==> src/rtl/clock_set_ctrl.sv <==
// rtl/clock_set_ctrl.sv - front-panel run/edit controller for the HH:MM:SS counter chain
module clock_set_ctrl #(
    parameter logic [31:0] HOLD_CYC = 32'd50_000_000,
    parameter logic [31:0] RPT_CYC  = 32'd10_000_000
) (
    input  logic       clk,
    input  logic       rst_n,
    input  logic       tick,
    input  logic       btn_mode,
    input  logic       btn_inc,
    input  logic [3:0] sq0,
    input  logic [2:0] sq1,
    input  logic [3:0] mq0,
    input  logic [2:0] mq1,
    input  logic [3:0] hq0,
    input  logic [1:0] hq1,
    output logic       en,
    output logic       load,
    output logic [3:0] sd0,
    output logic [2:0] sd1,
    output logic [3:0] md0,
    output logic [2:0] md1,
    output logic [3:0] hd0,
    output logic [1:0] hd1,
    output logic [1:0] sel,
    output logic       blink
);

    typedef enum logic [2:0] {RUN, SET_H, SET_M, SET_S, COMMIT} state_t;

    state_t      state, next_state;
    logic        mode_prev, inc_prev;
    logic        mode_press, inc_press;
    logic        in_set, rpt_fire, inc_fire;
    logic        repeating;
    logic [31:0] rpt_cnt;

    // Minutes/seconds step: anything at or above 59 wraps to 00.
    function automatic logic [6:0] inc_ms(input logic [2:0] d1, input logic [3:0] d0);
        if (d1 > 3'd5 || (d1 == 3'd5 && d0 >= 4'd9))
            return 7'd0;
        else if (d0 >= 4'd9)
            return {d1 + 3'd1, 4'd0};
        else
            return {d1, d0 + 4'd1};
    endfunction

    // Hours step: anything at or above 23 wraps to 00.
    function automatic logic [5:0] inc_hr(input logic [1:0] d1, input logic [3:0] d0);
        if (d1 > 2'd2 || (d1 == 2'd2 && d0 >= 4'd3))
            return 6'd0;
        else if (d0 >= 4'd9)
            return {d1 + 2'd1, 4'd0};
        else
            return {d1, d0 + 4'd1};
    endfunction

    assign mode_press = btn_mode & ~mode_prev;
    assign inc_press  = btn_inc & ~inc_prev;
    assign in_set     = (state == SET_H) || (state == SET_M) || (state == SET_S);
    assign rpt_fire   = in_set && btn_inc && !inc_press &&
                        (rpt_cnt == (repeating ? RPT_CYC - 32'd1 : HOLD_CYC - 32'd1));
    assign inc_fire   = in_set && (inc_press || rpt_fire) && !mode_press;
    assign en         = tick && (state == RUN);

    always_comb begin
        next_state = state;
        sel        = 2'd0;
        case (state)
            RUN:     if (mode_press) next_state = SET_H;
            SET_H: begin
                sel = 2'd1;
                if (mode_press) next_state = SET_M;
            end
            SET_M: begin
                sel = 2'd2;
                if (mode_press) next_state = SET_S;
            end
            SET_S: begin
                sel = 2'd3;
                if (mode_press) next_state = COMMIT;
            end
            COMMIT:  next_state = RUN;
            default: next_state = RUN;
        endcase
    end

    always_ff @(posedge clk or negedge rst_n) begin
        if (!rst_n) begin
            state     <= RUN;
            mode_prev <= 1'b0;
            inc_prev  <= 1'b0;
            load      <= 1'b0;
            blink     <= 1'b0;
        end else begin
            state     <= next_state;
            mode_prev <= btn_mode;
            inc_prev  <= btn_inc;
            load      <= (next_state == COMMIT);
            if ((state == RUN && next_state == SET_H) ||
                next_state == RUN || next_state == COMMIT)
                blink <= 1'b0;
            else if (in_set && tick)
                blink <= ~blink;
        end
    end

    // Hold phase counts to HOLD_CYC, then the repeat phase restarts every RPT_CYC.
    always_ff @(posedge clk or negedge rst_n) begin
        if (!rst_n) begin
            rpt_cnt   <= 32'd0;
            repeating <= 1'b0;
        end else if (!in_set || !btn_inc || inc_press || mode_press) begin
            rpt_cnt   <= 32'd0;
            repeating <= 1'b0;
        end else if (rpt_fire) begin
            rpt_cnt   <= 32'd0;
            repeating <= 1'b1;
        end else begin
            rpt_cnt   <= rpt_cnt + 32'd1;
        end
    end

    always_ff @(posedge clk or negedge rst_n) begin
        if (!rst_n) begin
            {hd1, hd0} <= 6'd0;
            {md1, md0} <= 7'd0;
            {sd1, sd0} <= 7'd0;
        end else if (state == RUN && mode_press) begin
            {hd1, hd0} <= {hq1, hq0};
            {md1, md0} <= {mq1, mq0};
            {sd1, sd0} <= {sq1, sq0};
        end else if (inc_fire) begin
            case (state)
                SET_H:   {hd1, hd0} <= inc_hr(hd1, hd0);
                SET_M:   {md1, md0} <= inc_ms(md1, md0);
                SET_S:   {sd1, sd0} <= inc_ms(sd1, sd0);
                default: ;
            endcase
        end
    end

endmodule

==> config.mk <==
export PLATFORM = sky130hd
export DESIGN_NAME = clock_set_ctrl
export DESIGN_NICKNAME = d
export VERILOG_FILES = /design/src/rtl/clock_set_ctrl.sv
export SDC_FILE = /design/constraint.sdc
export NUM_CORES = 1
export LEC_CHECK = 0
export ABC_AREA = 1
export ABC_CLOCK_PERIOD_IN_PS = 1600
export BUFFER_PORTS_ARGS = -buffer_cell sky130_fd_sc_hd__buf_4
export CAP_MARGIN = 10
export CORE_UTILIZATION = 45
export CTS_CLUSTER_SIZE = 16
export DETAILED_ROUTE_END_ITERATION = 8
export PLACE_DENSITY = 0.79
export RECOVER_POWER = 25
export SYNTH_ARGS = -nofsm -noshare
export SYNTH_HDL_FRONTEND = slang
export SYNTH_SLANG_ARGS = --single-unit
==> constraint.sdc <==
create_clock -name clk -period 1.6 [get_ports clk]
set_input_delay 0 -clock clk [delete_from_list [all_inputs] [get_ports clk]]
set_output_delay 0 -clock clk [all_outputs]
set_load 0.02 [all_outputs]
* After elaboration in Yosys (flattened, before gate mapping) *
Index checks and enable logic that the tools add are counted.

cells by class
  $add $sub $neg = 7
  multiply operators = 0
  divide/modulo/power cells = 0
  $lt $le $gt $ge = 7
  equality and inequality tests = 9
  shift operators = 0
  muxes and demuxes = 37
  bitwise gates (word level) = 5
  reduce and logical (&&, ||, !) cells = 44

operator list
  cell                     count
  $mux W32                 2
  $mux W4                  9
  $add A32 B1 Y32 const B  1
  $eq A32 B26 Y1           1
  $mux W3                  10
  $mux W7                  4
  $mux W26                 1
  $add A4 B1 Y4 const B    3
  $ge A4 B4 Y1 const B     3
  $logic_and A1 B1 Y1      12
  $mux W6                  2
  $pmux W3 S4              1
  $reduce_bool A2 Y1       6
  $logic_or A1 B1 Y1       11
  $eq A3 B3 Y1 const B     3
  $reduce_and A3 Y1        3
  $reduce_bool A3 Y1       3
  $add A3 B1 Y3 const B    2
  $eq A3 B1 Y1 const B     2
  $eq A3 B2 Y1 const B     2
  $gt A3 B3 Y1 const B     2
  $logic_not A3 Y1         2
  $mux W2                  3
  $pmux W2 S3              1
  9 further kinds          20

storage, ports and cells
  flip-flop bits (word level) = 60
  latch bits = 0
  memory bits (writable) = 0
  bits in read-only memories = 0
  input port bits = 25
  output and inout port bits = 25
  logic and storage cells = 122
  memories = 0

* Logic depth before layout (Yosys ltp) *
  depth in word-level cells = 11
  depth in mapped cells = 13

* Worst setup path after synthesis *
OpenSTA, ideal clock, no wires.

  path type = flip-flop to flip-flop
  start point = reg rpt_cnt[0]
  end point = reg hd0[0]
  library setup time = 0.118 ns
  data arrival time = 1.466 ns
  required time = 1.482 ns
  path slack = 0.016 ns
  stages on the path, launching flop included = 13
  cells stage by stage = dfrtp_1 > ha_1 > nand3_2 > nor2_4 > nand2_2 > a21oi_2 > nand2_2 > nand2_2 > nand2_2 > nand2_4 > nand2_1 > nand2_1 > nand2_1

on the way
  word-level cells in the longest chain between the ends = 7

ends and longest elaborated chain
  what                                 RTL line  source
  from (decl)                          36        logic [31:0] rpt_cnt;
  from (signal assigned)               120       rpt_cnt <= rpt_cnt + 32'd1;
  $eq A32 B26 Y1                       62        (rpt_cnt == (repeating ? RPT_CYC - 32'd1 : HOLD_CYC - 32'd1));
  $logic_and A1 B1 Y1                  61        assign rpt_fire = in_set && btn_inc && !inc_press &&
  $logic_or A1 B1 Y1                   63        assign inc_fire = in_set && (inc_press || rpt_fire) && !mode_press;
  $logic_and A1 B1 Y1 (2 in series)    63
  $reduce_bool A2 Y1 (no source line)  --
  $reduce_and A2 Y1 (no source line)   --
  to (signal assigned)                 130       {hd1, hd0} <= {hq1, hq0};
  to (signal assigned)                 135       SET_H: {hd1, hd0} <= inc_hr(hd1, hd0);
  to (decl)                            23        output logic [3:0] hd0,

Every way passes these cells.
A chain may end at the register's enable or synchronous reset.

* Worst setup path in the final report *
  start point = reg rpt_cnt[1]
  end point = reg rpt_cnt[17]

on the way
  word-level cells in the longest chain between the ends = 4
  elaborated cells between the ends (all ways) = 5

ends and longest elaborated chain
  what                                                     RTL line  source
  branches (longest 2 deep; another with $add A32 B1 Y32)  --
  $mux W32 *                                               116       end else if (rpt_fire) begin
  $mux W32 *                                               113       end else if (!in_set || !btn_inc || inc_press || mode_press) begin

Mark *: on every way between the ends.

==> run_summary.xml <==
<?xml version="1.0" encoding="UTF-8"?>
<metrics>
  <group name="route">
    <metric name="first_pass_iters" unit="">5</metric>
    <metric name="dr.first_iter.drc_count" unit="">204</metric>
    <metric name="wl_cell" unit="um">14.1</metric>
    <metric name="totalWireLength" unit="um">10600</metric>
    <metric name="routed_via_density" unit="">5.16</metric>
    <metric name="dr_total_vias" unit="">3899</metric>
    <metric name="drc" unit="">0</metric>
    <metric name="final_antenna_net_count" unit="">0</metric>
  </group>
  <group name="clocking">
    <metric name="numCtsBuffers" unit="">9</metric>
    <metric name="cts_tree" unit="">built</metric>
    <metric name="cts_sink_count" unit="">60</metric>
    <metric name="clock_latency_late_sink" unit="ns">0.35</metric>
    <metric name="cts.htree.levels" unit="">3</metric>
    <metric name="cts.root.buffer_cell" unit="">sky130_fd_sc_hd__clkbuf_8</metric>
    <metric name="cts.reportedPaths.clkPinSlew" unit="ns">0.07</metric>
    <metric name="max-clock-path-buffers" unit="">2</metric>
  </group>
  <group name="die">
    <metric name="dieHeight" unit="um">93.5</metric>
    <metric name="die_x" unit="um">93.5</metric>
    <metric name="initial_standard_cell_utilization_of_the_core" unit="%">46.1</metric>
    <metric name="die-area" unit="um^2">8740</metric>
    <metric name="boundaryPins" unit="">50</metric>
    <metric name="core" unit="um^2">8180</metric>
    <metric name="rows" unit="">33</metric>
  </group>
  <group name="logic_synthesis">
    <metric name="mappedNetlistArea" unit="um^2">3770</metric>
    <metric name="mean_instance_size_in_the_synthesized_netlist" unit="um^2">7.55</metric>
    <metric name="syn-instance-count" unit="">499</metric>
    <metric name="ys.warnings.count" unit="">0</metric>
    <metric name="seq_area_frac_synth" unit="%">39.9</metric>
    <metric name="yosysUniqueCellTypes" unit="">32</metric>
    <metric name="mappedNetlistNets" unit="">539</metric>
    <metric name="ys_seq_elements" unit="">60</metric>
  </group>
  <group name="finish">
    <metric name="layout.cells.most_common_list" unit="">sky130_fd_sc_hd__nand2_1, sky130_fd_sc_hd__buf_4, sky130_fd_sc_hd__nor2_1</metric>
    <metric name="final_common_cell" unit="">sky130_fd_sc_hd__nand2_1</metric>
    <metric name="syn_to_final_growth" unit="%">43.9</metric>
    <metric name="layout.filler_cells" unit="">627</metric>
    <metric name="regArea" unit="um^2">1500</metric>
    <metric name="final_core_utilization" unit="%">66.3</metric>
    <metric name="multi_input_area" unit="um^2">2200</metric>
    <metric name="insertedDiodeCount" unit="">0</metric>
    <metric name="layout.cell_area.non_filler" unit="um^2">5420</metric>
    <metric name="num-nets-final" unit="">688</metric>
    <metric name="final_layout_size_suffix_gt1_share" unit="%">33.6</metric>
  </group>
  <group name="hold_path">
    <metric name="timing.hold.worst.class" unit="">in2reg</metric>
    <metric name="hold-path-cell-count" unit="">5</metric>
    <metric name="terminating_pin_of_the_worst_hold_path" unit="">sd0[1]</metric>
    <metric name="holdCritStartpoint" unit="">sq0[1]</metric>
  </group>
  <group name="timing">
    <metric name="worst_rel_slew_slack" unit="%">10.9</metric>
    <metric name="final_period_minus_worst_setup_slack" unit="ns">1.72</metric>
    <metric name="finClkSkew" unit="ns">0.00560</metric>
    <metric name="setup_viol" unit="">33</metric>
    <metric name="period_share" unit="%">107</metric>
    <metric name="max_freq" unit="GHz">0.583</metric>
    <metric name="fin_hold_ws" unit="ns">0.00856</metric>
    <metric name="worst_slew_pin_slew" unit="ns">1.34</metric>
    <metric name="grt_setup_unrepaired" unit="">true</metric>
    <metric name="final_critical_path_setup_slack" unit="ns">-0.116</metric>
    <metric name="final-max-slew-violation-count" unit="">0</metric>
    <metric name="finalHoldViolations" unit="">0</metric>
  </group>
  <group name="critical_path">
    <metric name="critical_path_peak_fanout" unit="">3</metric>
    <metric name="path_delay_family" unit="">simple AND/OR/NAND/NOR gates</metric>
    <metric name="cp-end-kind" unit="">flop</metric>
    <metric name="r2r-start" unit="">rpt_cnt[1]</metric>
    <metric name="critPathKind" unit="">reg2reg</metric>
    <metric name="cp_cell_sequence" unit="">buf_6, buf_6, nand3_4, nor2_4, nand2_2, nor2_4, nand2_4, nor2_4, buf_6, xor2_2, nor2_1</metric>
    <metric name="ff2ff_setup_slack" unit="ns">-0.12</metric>
    <metric name="cp_data_arrival_time" unit="ns">1.95</metric>
    <metric name="worstReg2RegEnd" unit="">rpt_cnt[17]</metric>
    <metric name="worstPathRequired" unit="ns">1.84</metric>
    <metric name="logic_depth_of_the_worst_register_to_register_path" unit="">11</metric>
    <metric name="timing.critical_path.buf_inv" unit="">3</metric>
    <metric name="critPathSlowestCell" unit="">sky130_fd_sc_hd__dfrtp_1</metric>
    <metric name="crit_start" unit="">rpt_cnt[1]</metric>
    <metric name="worst_path_largest_cell_delay" unit="ns">0.42</metric>
    <metric name="crit_path_start_kind" unit="">flop</metric>
  </group>
  <group name="power">
    <metric name="netSwitchingPower" unit="W">0.00219</metric>
    <metric name="design_power_total" unit="W">0.00575</metric>
    <metric name="power.combinational.fraction" unit="%">42.5</metric>
    <metric name="internal-power" unit="W">0.00356</metric>
    <metric name="power.leakage" unit="nW">2.64</metric>
    <metric name="power-per-cell-area" unit="nW/um^2">1060</metric>
    <metric name="max-vdd-ir-drop" unit="mV">0.849</metric>
    <metric name="sequentialPowerShare" unit="%">33.6</metric>
    <metric name="pwr-share-clk" unit="%">23.9</metric>
    <metric name="switching_share" unit="%">38.0</metric>
  </group>
  <group name="place">
    <metric name="worst_setup_slack_after_placement" unit="ns">-0.105</metric>
    <metric name="port-buffer-count" unit="">49</metric>
    <metric name="dp_hpwl" unit="um">7280</metric>
    <metric name="gpl.final_weighted_congestion" unit="">0.954</metric>
    <metric name="detailed_place.area" unit="um^2">4790</metric>
  </group>
  <group name="global_routing">
    <metric name="grtUsageTotal" unit="%">25.0</metric>
    <metric name="grt_start_max_net_pins" unit="">61</metric>
    <metric name="antenna_found_initial" unit="">0</metric>
    <metric name="grt_pass1_vias" unit="">3874</metric>
    <metric name="grt_overflow_total" unit="">0</metric>
    <metric name="grt_pass1_wl" unit="um">17100</metric>
  </group>
  <group name="run_status">
    <metric name="status" unit="">complete, but fails checks</metric>
    <metric name="failed_checks" unit="">negative setup slack</metric>
  </group>
  <group name="run">
    <metric name="cap_viol_max_count" unit="">0</metric>
  </group>
</metrics>
cells by family (layout without fill, tap and decap cells):
| logic type | count (synthesis) | count (layout) | share of synthesized area (%) |
|---|---|---|---|
| AND/OR/NAND/NOR | 295 | 295 | 35.5 |
| AO/OA/AOI/OAI | 37 | 37 | 5.65 |
| flip-flops | 60 | 60 | 39.9 |
| XOR/XNOR | 28 | 28 | 6.51 |
| adder cells (fa/ha/maj) | 15 | 15 | 4.98 |
| multiplexers | 1 | 1 | 0.299 |
| buffers and inverters | 63 | 215 | 7.21 |
power by group through the flow:
stage	registers, W	clock network (W)	logic, W
2_1_floorplan	0.00210	0	0.00102
3_3_place_gp	0.00193	0	0.00208
3_5_place_dp	0.00193	0	0.00215
4_1_cts	0.00191	0.00137	0.00234
5_1_grt	0.00195	0.00145	0.00267
6_report	0.00193	0.00137	0.00244
timing repair:
action                     in CTS  in global routing
setup endpoints to repair      25                 47
hold endpoints to repair       66                  0
cloned                          0                  0
gates resized for setup        36                 34
hold buffers                    7                  0
pin swaps                      24                  9
setup buffers                   9                  8
metrics by stage:
stage | setup TNS [ns] | std cells
2_1_floorplan | 0 | 499
3_3_place_gp | -0.0947 | 720
3_5_place_dp | -1.38 | 720
4_1_cts | -1.21 | 750
5_1_grt | -6.02 | 756
6_report | -2.61 | 756
state kept, by name (all words and copies together) (netlist names):
register,cells
rpt_cnt,32
hd0,4
md0,4
sd0,4
md1,3
sd1,3
state,3
hd1,2
blink,1
inc_prev,1
load,1
mode_prev,1
repeating,1
cells in the mapped netlist:
cell	count	area share (%)
sky130_fd_sc_hd__dfrtp_1	60	40
sky130_fd_sc_hd__nor3_2	1	0.27
sky130_fd_sc_hd__nand4_1	8	1.3
sky130_fd_sc_hd__buf_6	1	0.30
sky130_fd_sc_hd__o21bai_1	2	0.40
sky130_fd_sc_hd__nor3_1	9	1.2
sky130_fd_sc_hd__nor2_4	3	0.90
sky130_fd_sc_hd__nor4_1	1	0.17
sky130_fd_sc_hd__buf_2	4	0.53
sky130_fd_sc_hd__nor3_4	2	0.86
sky130_fd_sc_hd__xnor2_1	8	1.9
sky130_fd_sc_hd__nand2_4	1	0.30
sky130_fd_sc_hd__nor2_2	5	0.83
sky130_fd_sc_hd__o21a_1	3	0.60
sky130_fd_sc_hd__ha_1	15	5.0
sky130_fd_sc_hd__nand3_1	41	5.4
sky130_fd_sc_hd__and3_1	2	0.33
sky130_fd_sc_hd__a21oi_1	10	1.3
sky130_fd_sc_hd__mux2_2	1	0.30
sky130_fd_sc_hd__inv_2	5	0.50
sky130_fd_sc_hd__nand2_2	10	1.7
sky130_fd_sc_hd__nor3b_1	3	0.60
sky130_fd_sc_hd__o31ai_1	3	0.60
sky130_fd_sc_hd__o21ai_0	17	2.3
sky130_fd_sc_hd__nand3_2	3	0.80
sky130_fd_sc_hd__a21oi_2	2	0.47
sky130_fd_sc_hd__buf_8	2	0.80
sky130_fd_sc_hd__nand3b_1	3	0.60
sky130_fd_sc_hd__nand2_1	135	13
sky130_fd_sc_hd__xor2_1	20	4.6
sky130_fd_sc_hd__nor2_1	68	6.8
sky130_fd_sc_hd__inv_1	51	5.1
cell type report:
cell class | instances | share of cell area [%]
Sequential cell | 60 | 27.7
Clock inverter | 2 | 0.646
Inverter | 56 | 3.92
Multi-Input combinational cell | 376 | 40.6
Clock buffer | 12 | 2.86
Timing Repair Buffer | 145 | 21.9
Tap cell | 105 | 2.42
per-layer routing:
metal | up-vias | share of wire (%) | global-route usage (%)
met2 | 134 | 53 | 44.8
met5 | - | 0 | 0
li1 | 1883 | - | -
met1 | 1866 | 41 | 29.3
met3 | 16 | 5.2 | 5.61
met4 | 0 | 1.3 | 8.72
worst min-delay path, cell delays in order:
cell	delay, ns
sky130_fd_sc_hd__buf_4	0.08
sky130_fd_sc_hd__nand2_1	0.04
sky130_fd_sc_hd__o21ai_0	0.07
sky130_fd_sc_hd__nand3_1	0.08
sky130_fd_sc_hd__nand2_1	0.06
worst max path at each step:
stage                        endpoint  slack (ns)  depth (start not counted)
after floorplan                hd0[0]        0.02                         12
after global placement         sd0[3]       -0.02                         12
after detailed placement  rpt_cnt[22]       -0.10                         10
after CTS                      sd1[1]       -0.07                         13
after global routing           hd1[0]       -0.20                         13
final                     rpt_cnt[17]       -0.12                         11
No activity file was read; power rests on OpenSTA's default activity.
